### config.mk
export PLATFORM = sky130hd
export DESIGN_NAME = bidir_fifo_dir_arbiter
export DESIGN_NICKNAME = d
export VERILOG_FILES = /design/src/rtl/bidir_fifo_dir_arbiter.sv
export SDC_FILE = /design/constraint.sdc
export NUM_CORES = 1
export LEC_CHECK = 0
export ABC_AREA = 1
export BUFFER_PORTS_ARGS = -buffer_cell sky130_fd_sc_hd__buf_2
export CELL_PAD_IN_SITES_DETAIL_PLACEMENT = 2
export CELL_PAD_IN_SITES_GLOBAL_PLACEMENT = 2
export CORE_MARGIN = 2
export CORE_UTILIZATION = 28
export CTS_CLUSTER_SIZE = 30
export DETAILED_ROUTE_END_ITERATION = 8
export GPL_TIMING_DRIVEN = 0
export PLACE_DENSITY = 0.73
export SLEW_MARGIN = 40
export SYNTH_ARGS = -nofsm -noshare
export SYNTH_HDL_FRONTEND = slang
export SYNTH_SLANG_ARGS = --single-unit
### constraint.sdc
create_clock -name clk -period 1.87 [get_ports clk]
set_clock_uncertainty 0.15 [all_clocks]
set_input_delay 0.374 -clock clk [delete_from_list [all_inputs] [get_ports clk]]
set_output_delay 0.374 -clock clk [all_outputs]
set_load 0.02 [all_outputs]
### src/rtl/bidir_fifo_dir_arbiter.sv
// Direction controller for one side of the bidirectional async FIFO: owns dir/winc/rinc,
// negotiates write ownership with the peer. Define BIDIR_FIFO_ARB_STATS_EN for turn/word counters.
module bidir_fifo_dir_arbiter #(
    parameter int DSIZE         = 8,
    parameter bit MASTER        = 1'b1,
    parameter int SETTLE_CYCLES = 4,
    parameter int MAX_BURST     = 16,
    parameter int IDLE_TIMEOUT  = 8
) (
    input  logic             clk,
    input  logic             rst_n,
    input  logic             tx_valid,
    input  logic [DSIZE-1:0] tx_data,
    output logic             tx_ready,
    output logic             rx_valid,
    output logic [DSIZE-1:0] rx_data,
    input  logic             rx_ready,
    input  logic             fifo_full,
    input  logic             fifo_empty,
    input  logic [DSIZE-1:0] fifo_rdata,
    input  logic             fifo_drained,
    output logic             fifo_dir,
    output logic             fifo_winc,
    output logic [DSIZE-1:0] fifo_wdata,
    output logic             fifo_rinc,
    output logic             own_req,
    input  logic             peer_req,
`ifdef BIDIR_FIFO_ARB_STATS_EN
    output logic [15:0]      stat_turns,
    output logic [31:0]      stat_tx_words,
`endif
    output logic             busy_tx
);

    typedef enum logic [1:0] {ST_RX, ST_REQ, ST_TX, ST_DRAIN} state_t;

    localparam logic [7:0]  SETTLE_C = 8'(SETTLE_CYCLES);
    localparam logic [7:0]  IDLE_C   = 8'(IDLE_TIMEOUT);
    localparam logic [15:0] BURST_C  = 16'(MAX_BURST);

    state_t      state_q, state_d;
    logic [7:0]  settle_q, settle_d;
    logic [7:0]  idle_q, idle_d;
    logic [15:0] burst_q, burst_d;
    logic        burst_hit;

    always_ff @(posedge clk or negedge rst_n) begin
        if (!rst_n) begin
            state_q  <= ST_RX;
            settle_q <= '0;
            idle_q   <= '0;
            burst_q  <= '0;
        end else begin
            state_q  <= state_d;
            settle_q <= settle_d;
            idle_q   <= idle_d;
            burst_q  <= burst_d;
        end
    end

    // Once the burst quota is spent and the peer waits, stop accepting so the
    // exit lands on a cycle without a write.
    assign burst_hit = (burst_q >= BURST_C) && peer_req;

    always_comb begin
        state_d   = state_q;
        settle_d  = settle_q;
        idle_d    = idle_q;
        burst_d   = burst_q;
        tx_ready  = 1'b0;
        fifo_winc = 1'b0;
        rx_valid  = 1'b0;
        fifo_rinc = 1'b0;
        case (state_q)
            ST_RX: begin
                rx_valid  = !fifo_empty;
                fifo_rinc = rx_valid && rx_ready;
                if (tx_valid && !peer_req) begin
                    state_d  = ST_REQ;
                    settle_d = '0;
                end
            end
            ST_REQ: begin
                rx_valid  = !fifo_empty;
                fifo_rinc = rx_valid && rx_ready;
                if (settle_q != SETTLE_C)
                    settle_d = settle_q + 8'd1;
                // Yield beats grant; reaching the else means !peer_req or MASTER.
                if (peer_req && !MASTER) begin
                    state_d = ST_RX;
                end else if (settle_q == SETTLE_C && fifo_empty) begin
                    state_d = ST_TX;
                    burst_d = '0;
                    idle_d  = '0;
                end
            end
            ST_TX: begin
                tx_ready  = !fifo_full && !burst_hit;
                fifo_winc = tx_valid && tx_ready;
                if (fifo_winc && burst_q != 16'hFFFF)
                    burst_d = burst_q + 16'd1;
                if (tx_valid)
                    idle_d = '0;
                else if (idle_q != IDLE_C)
                    idle_d = idle_q + 8'd1;
                if (idle_q == IDLE_C || burst_hit)
                    state_d = ST_DRAIN;
            end
            ST_DRAIN: begin
                if (fifo_drained)
                    state_d = ST_RX;
            end
            default: state_d = ST_RX;
        endcase
    end

    assign fifo_dir   = (state_q == ST_TX) || (state_q == ST_DRAIN);
    assign own_req    = (state_q != ST_RX);
    assign busy_tx    = (state_q != ST_RX);
    assign rx_data    = fifo_rdata;
    assign fifo_wdata = tx_data;

`ifdef BIDIR_FIFO_ARB_STATS_EN
    always_ff @(posedge clk or negedge rst_n) begin
        if (!rst_n) begin
            stat_turns    <= '0;
            stat_tx_words <= '0;
        end else begin
            if (state_q == ST_REQ && state_d == ST_TX)
                stat_turns <= stat_turns + 16'd1;
            if (fifo_winc)
                stat_tx_words <= stat_tx_words + 32'd1;
        end
    end
`endif

endmodule

## After elaboration in Yosys (flattened, before gate mapping)

Cells that the tools add are included.

- Register bits after elaboration: 34
- Bits in latches: 0
- Bits in writable memories: 0
- Memory bits (read-only): 0
- Input bits: 24
- Logic and storage cells: 64
- Memories kept: 0

- $add $sub $neg: 3
- $mul: 0
- Div/mod/pow operators: 0
- $lt $le $gt $ge: 1
- Equal/unequal tests: 15
- Shifts and indexed selects: 0
- Multiplexer cells: 19
- Bitwise operators: 0
- Reduce and logical (&&, ||, !) cells: 22

Operators by type and width:

| cell | number |
|---|---|
| 2-to-1 mux 8 bit | 5 |
| 2-to-1 mux 16 bit | 2 |
| one-hot mux 16 bit (2 select lines) | 1 |
| one-hot mux 8 bit (2 select lines) | 2 |
| adder 16 x 1 -> 16 bit (second input constant) | 1 |
| adder 8 x 1 -> 8 bit (second input constant) | 2 |
| >= comparator 16 x 5 -> 1 bit (second input constant) | 1 |
| inequality test 16 bit (second input constant) | 1 |
| inequality test 2 bit (second input constant) | 6 |
| AND reduction 3 bit | 3 |
| equality test 8 x 3 -> 1 bit (second input constant) | 1 |
| equality test 8 x 4 -> 1 bit (second input constant) | 1 |
| 2-to-1 mux 2 bit | 4 |
| inequality test 8 x 3 -> 1 bit (second input constant) | 1 |
| inequality test 8 x 4 -> 1 bit (second input constant) | 1 |
| one-hot mux 2 bit (4 select lines) | 1 |
| logical AND 1 bit | 7 |
| nonzero test 2 bit | 3 |
| equality test 2 bit (second input constant) | 2 |
| logical NOT 1 bit | 4 |
| 2-to-1 mux 1 bit | 4 |
| AND reduction 4 bit | 1 |
| inequality test 3 bit (second input constant) | 1 |
| equality test 2 x 1 -> 1 bit (second input constant) | 1 |
| other kinds (3) | 4 |

## Depth between registers and ports, before layout

Gate-level depths: netlist of the first run.

- Depth in word-level cells: 8
- Mapped depth: 12

## Worst setup path after synthesis of the first run

OpenSTA, ideal clock, no wires.

- Kind: flip-flop to output port
- From: register state_q[0]
- To: output port fifo_dir
- Arrival time: 1370 ps
- Slack: -24 ps
- Cell stages (with the launch flop): 7
- Path buffers: 2
- Path through: dfrtp_1 -> inv_1 -> ha_1 -> buf_4 -> inv_2 -> clkbuf_1 -> nand2_1

- Longest elaborated chain between the ends: 2
- Elaborated cells on any way between the ends: 3
- Those cells by class: eq/ne (2); reduce/logical (1)

Ends and longest elaborated chain:

| what | RTL line | text |
|---|---|---|
| start, declared | 41 | `state_t state_q, state_d;` |
| start signal, assigned | 54 | `state_q <= state_d;` |
| equality test 2 bit | 117 | `assign fifo_dir = (state_q == ST_TX) \|\| (state_q == ST_DRAIN);` |
| logical OR 1 bit (*) | 117 |  |
| end, declared | 22 | `output logic fifo_dir,` |

Every way passes the cells marked *; elsewhere a longest branch is shown, timed or not.

## Worst setup path after layout of the first run

- From: register burst_q[10]
- To: output port tx_ready

- Longest elaborated chain between the ends: 5

Ends and longest elaborated chain:

| what | RTL line | text |
|---|---|---|
| start, declared | 44 | `logic [15:0] burst_q, burst_d;` |
| start signal, assigned | 57 | `burst_q <= burst_d;` |
| >= comparator 16 x 5 -> 1 bit | 63 | `assign burst_hit = (burst_q >= BURST_C) && peer_req;` |
| logical AND 1 bit | 63 |  |
| logical NOT 1 bit | 98 | `tx_ready = !fifo_full && !burst_hit;` |
| logical AND 1 bit | 98 |  |
| 2-to-1 mux 1 bit | 74 | `case (state_q)` |
| end, declared | 14 | `output logic tx_ready,` |

Every way passes these cells.

==> flow_summary.ini, run 1 <==
[run_status]
status = finished, violations left
violations = negative setup slack

[global_routing]
grt_max_degree = 35
antenna_found_initial = 0
grt_usage_pct = 20.4
grt_pass1_wl_um = 16600
grt_overflow = 0
grt_pass1_vias = 3209

[clocking]
root_buffer = clkbuf_8
cts_tree = done
clk_transition_reported_paths_ns = 0.08
clock-sinks = 34
insertion_delay_ns = 0.30
cts_max_path_buffers = 2
h-tree-depth = 2
numCtsBuffers = 5

[timing]
setup_violations = 24
max_slew_margin_pct = 66.7
grt_setup_unrepaired = true
clock.fmax_mhz = 475
holdWs_ns = 0.369
period_needed_ns = 2.11
worst_slew_pin_slew_ns = 0.499
worst_slack_ns = -0.235
slew_viol_final = 0
hold_viol = 0
fin_setup_tns_ns = -1.81
fin_crit_sh_pct = 113

[synth]
syn-mean-instance-area_um2 = 7.05
synthDistinctLibCells = 34
synth_cells = 390
syn-num-nets = 425
synth_seq_cells = 34
synth.area.top_cells = dfrtp_1, nand2_1, nor2_1
yosys.area.top_type = dfrtp_1
netlist_area_um2 = 2750
yosys_warnings = 0
yosysSeqAreaShare_pct = 30.9
synth_top_area_share_pct = 30.9

[detailed_routing]
wl_um = 10600
dr_total_vias = 2876
wl_per_cell_um = 17.8
drc = 0
first_pass_iters = 4
antenna_left = 0
viasPerCell = 4.82
drt_iter0_drc = 53

[worst_setup_path]
worstSetupStartpointType = flip-flop
cp_data_arrival_time_ns = 1.58
cp_max_fo = 3
crit_path_end_kind = output port
worst_ep_required_time_ns = 1.35
critical_path_class = reg2out
r2r_cells = 12

[die]
die_h_um = 103
io_pins = 47
core_area_um2 = 9640
initial_utilization_pct = 28.5
rows = 36
die_w_um = 103
die_area_um2 = 10600

[final_layout]
seq_area_um2 = 862
synthToLayoutAreaGrowth_pct = 41.6
fillCellCount = 1133
fin_nets = 498
final_util_pct = 40.4
multiInputGateArea_um2 = 1770
drive_gt1_share_pct = 39.0
diodes = 0

[power]
clkPwrFrac_pct = 13.2
p_seq_share_pct = 18.4
peakVddDrop_mv = 0.778
comb_power_share_pct = 68.4
swShare_pct = 46.3
p_switching_mw = 2.15
intPower_mw = 2.50
p_per_area_nw_per_um2 = 1200
p_leak_nw = 1.77

[placement]
dp_hpwl_um = 6480
gp_congestion = 0.777
io_buffers = 29

[run]
maxCapViolations = 0

[min_path]
hold_depth = 4
hold_path_class = in2reg
==> worst paths after layout <==
path	start	end	slack (ns)
worst min register to register	idle_q[6]	idle_q[6]	0.41
worst min-delay path	tx_valid	idle_q[4]	0.37
worst max register to register	settle_q[0]	burst_q[9]	-0.13
max in group asynchronous	rst_n	burst_q[11]	0.75
min in group asynchronous	rst_n	burst_q[6]	0.45
worst max-delay path	burst_q[10]	tx_ready	-0.24
==> cells in the final DEF, fill, tap and decap left out, drive strengths merged, types with 2 or more instances in the layout <==
cell,netlist,final
a21boi,1,2
a21oi,3,3
buf,25,88
clkbuf,2,9
clkinv,1,2
dfrtp,34,34
ha,11,11
inv,46,46
nand2,100,100
nand3,52,52
nand3b,2,2
nand4,9,9
nor2,60,60
nor3,5,5
nor3b,2,2
nor4,3,3
o21ai,15,15
o21bai,2,2
o22ai,2,2
o31ai,2,2
xnor2,3,3
xor2,8,8
==> stage by stage <==
| step | total power, mW | instances | worst slack, ns | cell area, um^2 |
|---|---|---|---|---|
| finish | 4.66 | 597 | -0.235 | 3890 |
| global route | 4.92 | 597 | -0.363 | 3890 |
| CTS | 4.08 | 591 | -0.239 | 3670 |
| detailed placement | 2.55 | 552 | -0.358 | 3070 |
| global placement | 2.47 | 552 | -0.242 | 3060 |
| floorplan | 2.01 | 390 | 0.0329 | 2750 |
==> registers in the layout, summed over array words and instances, names as in the netlist <==
| register | count |
|---|---|
| settle_q | 8 |
| burst_q | 16 |
| state_q | 2 |
| idle_q | 8 |
==> area by class of cell <==
cell class              instances  share of cell area, %
clock buffers                   7                   2.22
multi-input cells             283                   45.5
plain buffers                  25                   6.42
inverters                      47                   4.91
clock inverters                 1                  0.128
well taps                     133                   4.27
flip-flops and latches         34                   22.1
repair buffers                 67                   14.4
==> cells in the mapped netlist <==
master / count
and2_1: 1
buf_1: 1
o31ai_1: 2
buf_6: 3
inv_2: 4
nand2_1: 93
nor2_2: 7
buf_2: 1
a21boi_4: 1
clkinv_1: 1
nand3_1: 38
o21ai_0: 15
nor3b_1: 2
or2_0: 1
nor4_1: 3
inv_1: 42
nor2_1: 52
buf_12: 1
dfrtp_1: 34
o21bai_1: 2
nand3b_1: 2
nand2_2: 5
nor2_4: 1
xnor2_1: 3
xor2_1: 8
nor3_1: 5
nand4_1: 9
ha_1: 11
nand2_4: 2
o22ai_1: 2
buf_4: 19
a21oi_1: 3
nand3_2: 14
clkbuf_1: 2
==> what timing repair did <==
action	4_1_cts	5_1_grt
endpoints found under the setup margin	41	38
pin swaps	8	16
cloned	2	1
endpoints found under the hold margin	34	0
setup buffers	29	6
gates resized for setup	68	59
hold buffers	1	0
==> cell families (layout without fill, tap and decap cells) <==
logic type | count (synthesis) | count (layout) | share of synthesized area, %
flip-flops | 34 | 34 | 30.9
AND/OR/NAND/NOR | 235 | 235 | 40.9
buffers and inverters | 74 | 147 | 14.1
XOR/XNOR | 11 | 11 | 3.50
adder cells (fa/ha/maj) | 11 | 11 | 5.00
AO/OA/AOI/OAI | 25 | 26 | 5.50
==> per-layer routing <==
layer / wire length (um) / GRT usage (%)
met1: 4420 / 24.5
met5: 0 / 0
met2: 5890 / 38.3
met4: 122 / 5.77
met3: 182 / 2.10
==> power groups by stage <==
stage	Sequential (mW)	Clock, mW	Combinational, mW
floorplan	0.852	0	1.16
global placement	0.866	0	1.61
detailed placement	0.873	0	1.67
CTS	0.849	0.633	2.60
global route	0.864	0.666	3.39
finish	0.857	0.615	3.18
==> worst max-delay path: stages, from the launching register on <==
cell and delay, ns:
dfrtp_1 0.38, buf_6 0.12, nor2_2 0.07, nand2_1 0.06, nor2_2 0.14, nand2_2 0.09, nand2_4 0.09, nand2_1 0.06
nor2_1 0.11, buf_4 0.16
No activity file was read; power rests on OpenSTA's default activity.
==> inputs of run 2 (changes only) <==
--- a/config.mk
+++ b/config.mk
@@ -7,14 +7,14 @@
 export LEC_CHECK = 0
 export ABC_AREA = 1
 export BUFFER_PORTS_ARGS = -buffer_cell sky130_fd_sc_hd__buf_2
-export CELL_PAD_IN_SITES_DETAIL_PLACEMENT = 2
-export CELL_PAD_IN_SITES_GLOBAL_PLACEMENT = 2
+export CELL_PAD_IN_SITES_DETAIL_PLACEMENT = 0
+export CELL_PAD_IN_SITES_GLOBAL_PLACEMENT = 1
 export CORE_MARGIN = 2
-export CORE_UTILIZATION = 28
+export CORE_UTILIZATION = 37
 export CTS_CLUSTER_SIZE = 30
 export DETAILED_ROUTE_END_ITERATION = 8
 export GPL_TIMING_DRIVEN = 0
-export PLACE_DENSITY = 0.73
+export PLACE_DENSITY = 0.75
 export SLEW_MARGIN = 40
 export SYNTH_ARGS = -nofsm -noshare
 export SYNTH_HDL_FRONTEND = slang
==> run 2 against run 1 <==
Against the previous run:
- the run still ends with negative setup slack left
- design area decreased by 1.8%
- clock power decreased by 3%
- cell count decreased by 5.0%
- setup slack improved by 0.0083 ns
- hold slack got worse by 0.028 ns
- utilization increased by 13 points
- non-clock buffer count increased by 3
- count of clock-buffer cells in the layout unchanged
- total power decreased by 6.7%
- largest power group unchanged
==> flow_summary.ini, run 2 (synthesis gave the netlist of run 1 again) <==
[clocking]
clock-sinks = 34
clk_transition_reported_paths_ns = 0.07
cts_max_path_buffers = 2
h-tree-depth = 2
cts_tree = done
root_buffer = clkbuf_8
insertion_delay_ns = 0.30
numCtsBuffers = 5

[min_path]
hold_path.startpoint = tx_valid
hold_path_class = in2reg

[final_layout]
design_area_um2 = 3820
diodes = 0
reg_top3 = burst_q (16), idle_q (8), settle_q (8)
regMostFlops = burst_q
seq_area_um2 = 862
drive_gt1_share_pct = 37.8
fillCellCount = 698
fin_nets = 502
multiInputGateArea_um2 = 1720
final_cells = 567
layout_common_cells = nand2_1, buf_4, nor2_1
final_util_pct = 53.0
largest_reg_flops = 16
synthToLayoutAreaGrowth_pct = 39.0
final_common_cell = nand2_1

[detailed_routing]
drc = 0
wl_met1_um = 3370
wl_met2_um = 3860
wl_per_cell_um = 13.5
met3_length_um = 300
first_pass_iters = 4
drt_iter0_drc = 129
wl_um = 7630
highest_layer = met4
viasPerCell = 4.84
dr_total_vias = 2744
antenna_left = 0

[die]
core_area_um2 = 7210
die_area_um2 = 8140
io_pins = 47
die_h_um = 90.2
initial_utilization_pct = 38.1
die_w_um = 90.2
rows = 31

[placement]
post-place-ws_ns = -0.211
dp_hpwl_um = 4840
gp_congestion = 0.848
postPlaceCellArea_um2 = 3020
placedCellCount = 518
io_buffers = 29

[timing]
slew_viol_final = 0
fin_crit_sh_pct = 112
max_slew_margin_pct = 65.2
worst_slew_pin_slew_ns = 0.521
clock.fmax_mhz = 477
worst_slack_ns = -0.227
period_needed_ns = 2.10
setup_violations = 20
grt_setup_unrepaired = true
hold_viol = 0

[worst_setup_path]
crit_path_start = burst_q[5]
worstSetupStartpointType = flip-flop
r2r_start = state_q[1]
cp_data_arrival_time_ns = 1.57
crit_path_end_kind = output port
critical_path_class = reg2out
cp_max_fo = 5
worst_ep_required_time_ns = 1.35

[global_routing]
grt_usage_pct = 18.1
grt_overflow = 0
grt_max_degree = 35
antenna_found_initial = 0
grt_pass1_vias = 2643
grt_pass1_wl_um = 12200

[run]
maxCapViolations = 0

[run_status]
violations = negative setup slack
status = finished, violations left

[power]
p_per_area_nw_per_um2 = 1140
p_leak_nw = 1.76
power_mw = 4.34
peakVddDrop_mv = 0.734
-- run 2: changes by cell type in the layout (fill, tap and decap cells not counted), sizes merged --
cell and delta:
bufbuf -1, inv -1, buf +3, nand2 +1, clkbuf +1, clkinv +1
-- run 2: routing by layer --
layer,track usage (%),up-vias
met5,0,-
met4,5.00,0
li1,-,1386
met2,31.6,63
met3,2.85,10
met1,23.2,1285
-- run 2: power breakdown --
part / internal (mW) / switching (mW)
registers: 0.796 / 0.0627
logic: 1.33 / 1.56
clock network: 0.298 / 0.297
-- run 2: repair_timing --
item                                   CTS  global route
gates resized for setup                 54            50
endpoints found under the hold margin   34             0
pin swaps                                9            18
buffers inserted                        17            20
setup endpoints to repair               30            37
gates cloned                             1             4
hold buffers                             1             0
-- run 2: layout make-up --
class	count	share of cell area (%)
Multi-Input combinational cell	284	45.1
Sequential cell	34	22.5
Timing Repair Buffer	69	15.2
Buffer	26	6.35
Inverter	47	5.20
Tap cell	99	3.24
Clock buffer	7	2.26
Clock inverter	1	0.131
-- run 2: path summary, 6_finish.rpt --
path | end | slack (ns) | depth (start not counted)
min | idle_q[6] | 0.34 | 4
min reg2reg | idle_q[6] | 0.40 | 2
max in group asynchronous | state_q[1] | 0.79 | 2
min in group asynchronous | burst_q[10] | 0.42 | 2
max | tx_ready | -0.23 | 7
max reg2reg | burst_q[14] | -0.09 | 12
-- run 2: critical path, stage by stage (launching register included) --
cell and delay (ns):
dfrtp_1 0.43, or2_0 0.21, nor2_1 0.09, nand2_1 0.10, nand2_2 0.13, nand2_1 0.08
nor2_2 0.11, buf_6 0.13
-- run 2: through the flow --
stage,TNS [ns],hold slack [ns]
after floorplan,0,-0.0716
after global placement,-2.35,0.350
after detailed placement,-2.54,0.217
after CTS,-0.865,0.331
after global routing,-3.47,0.379
final,-1.53,0.342
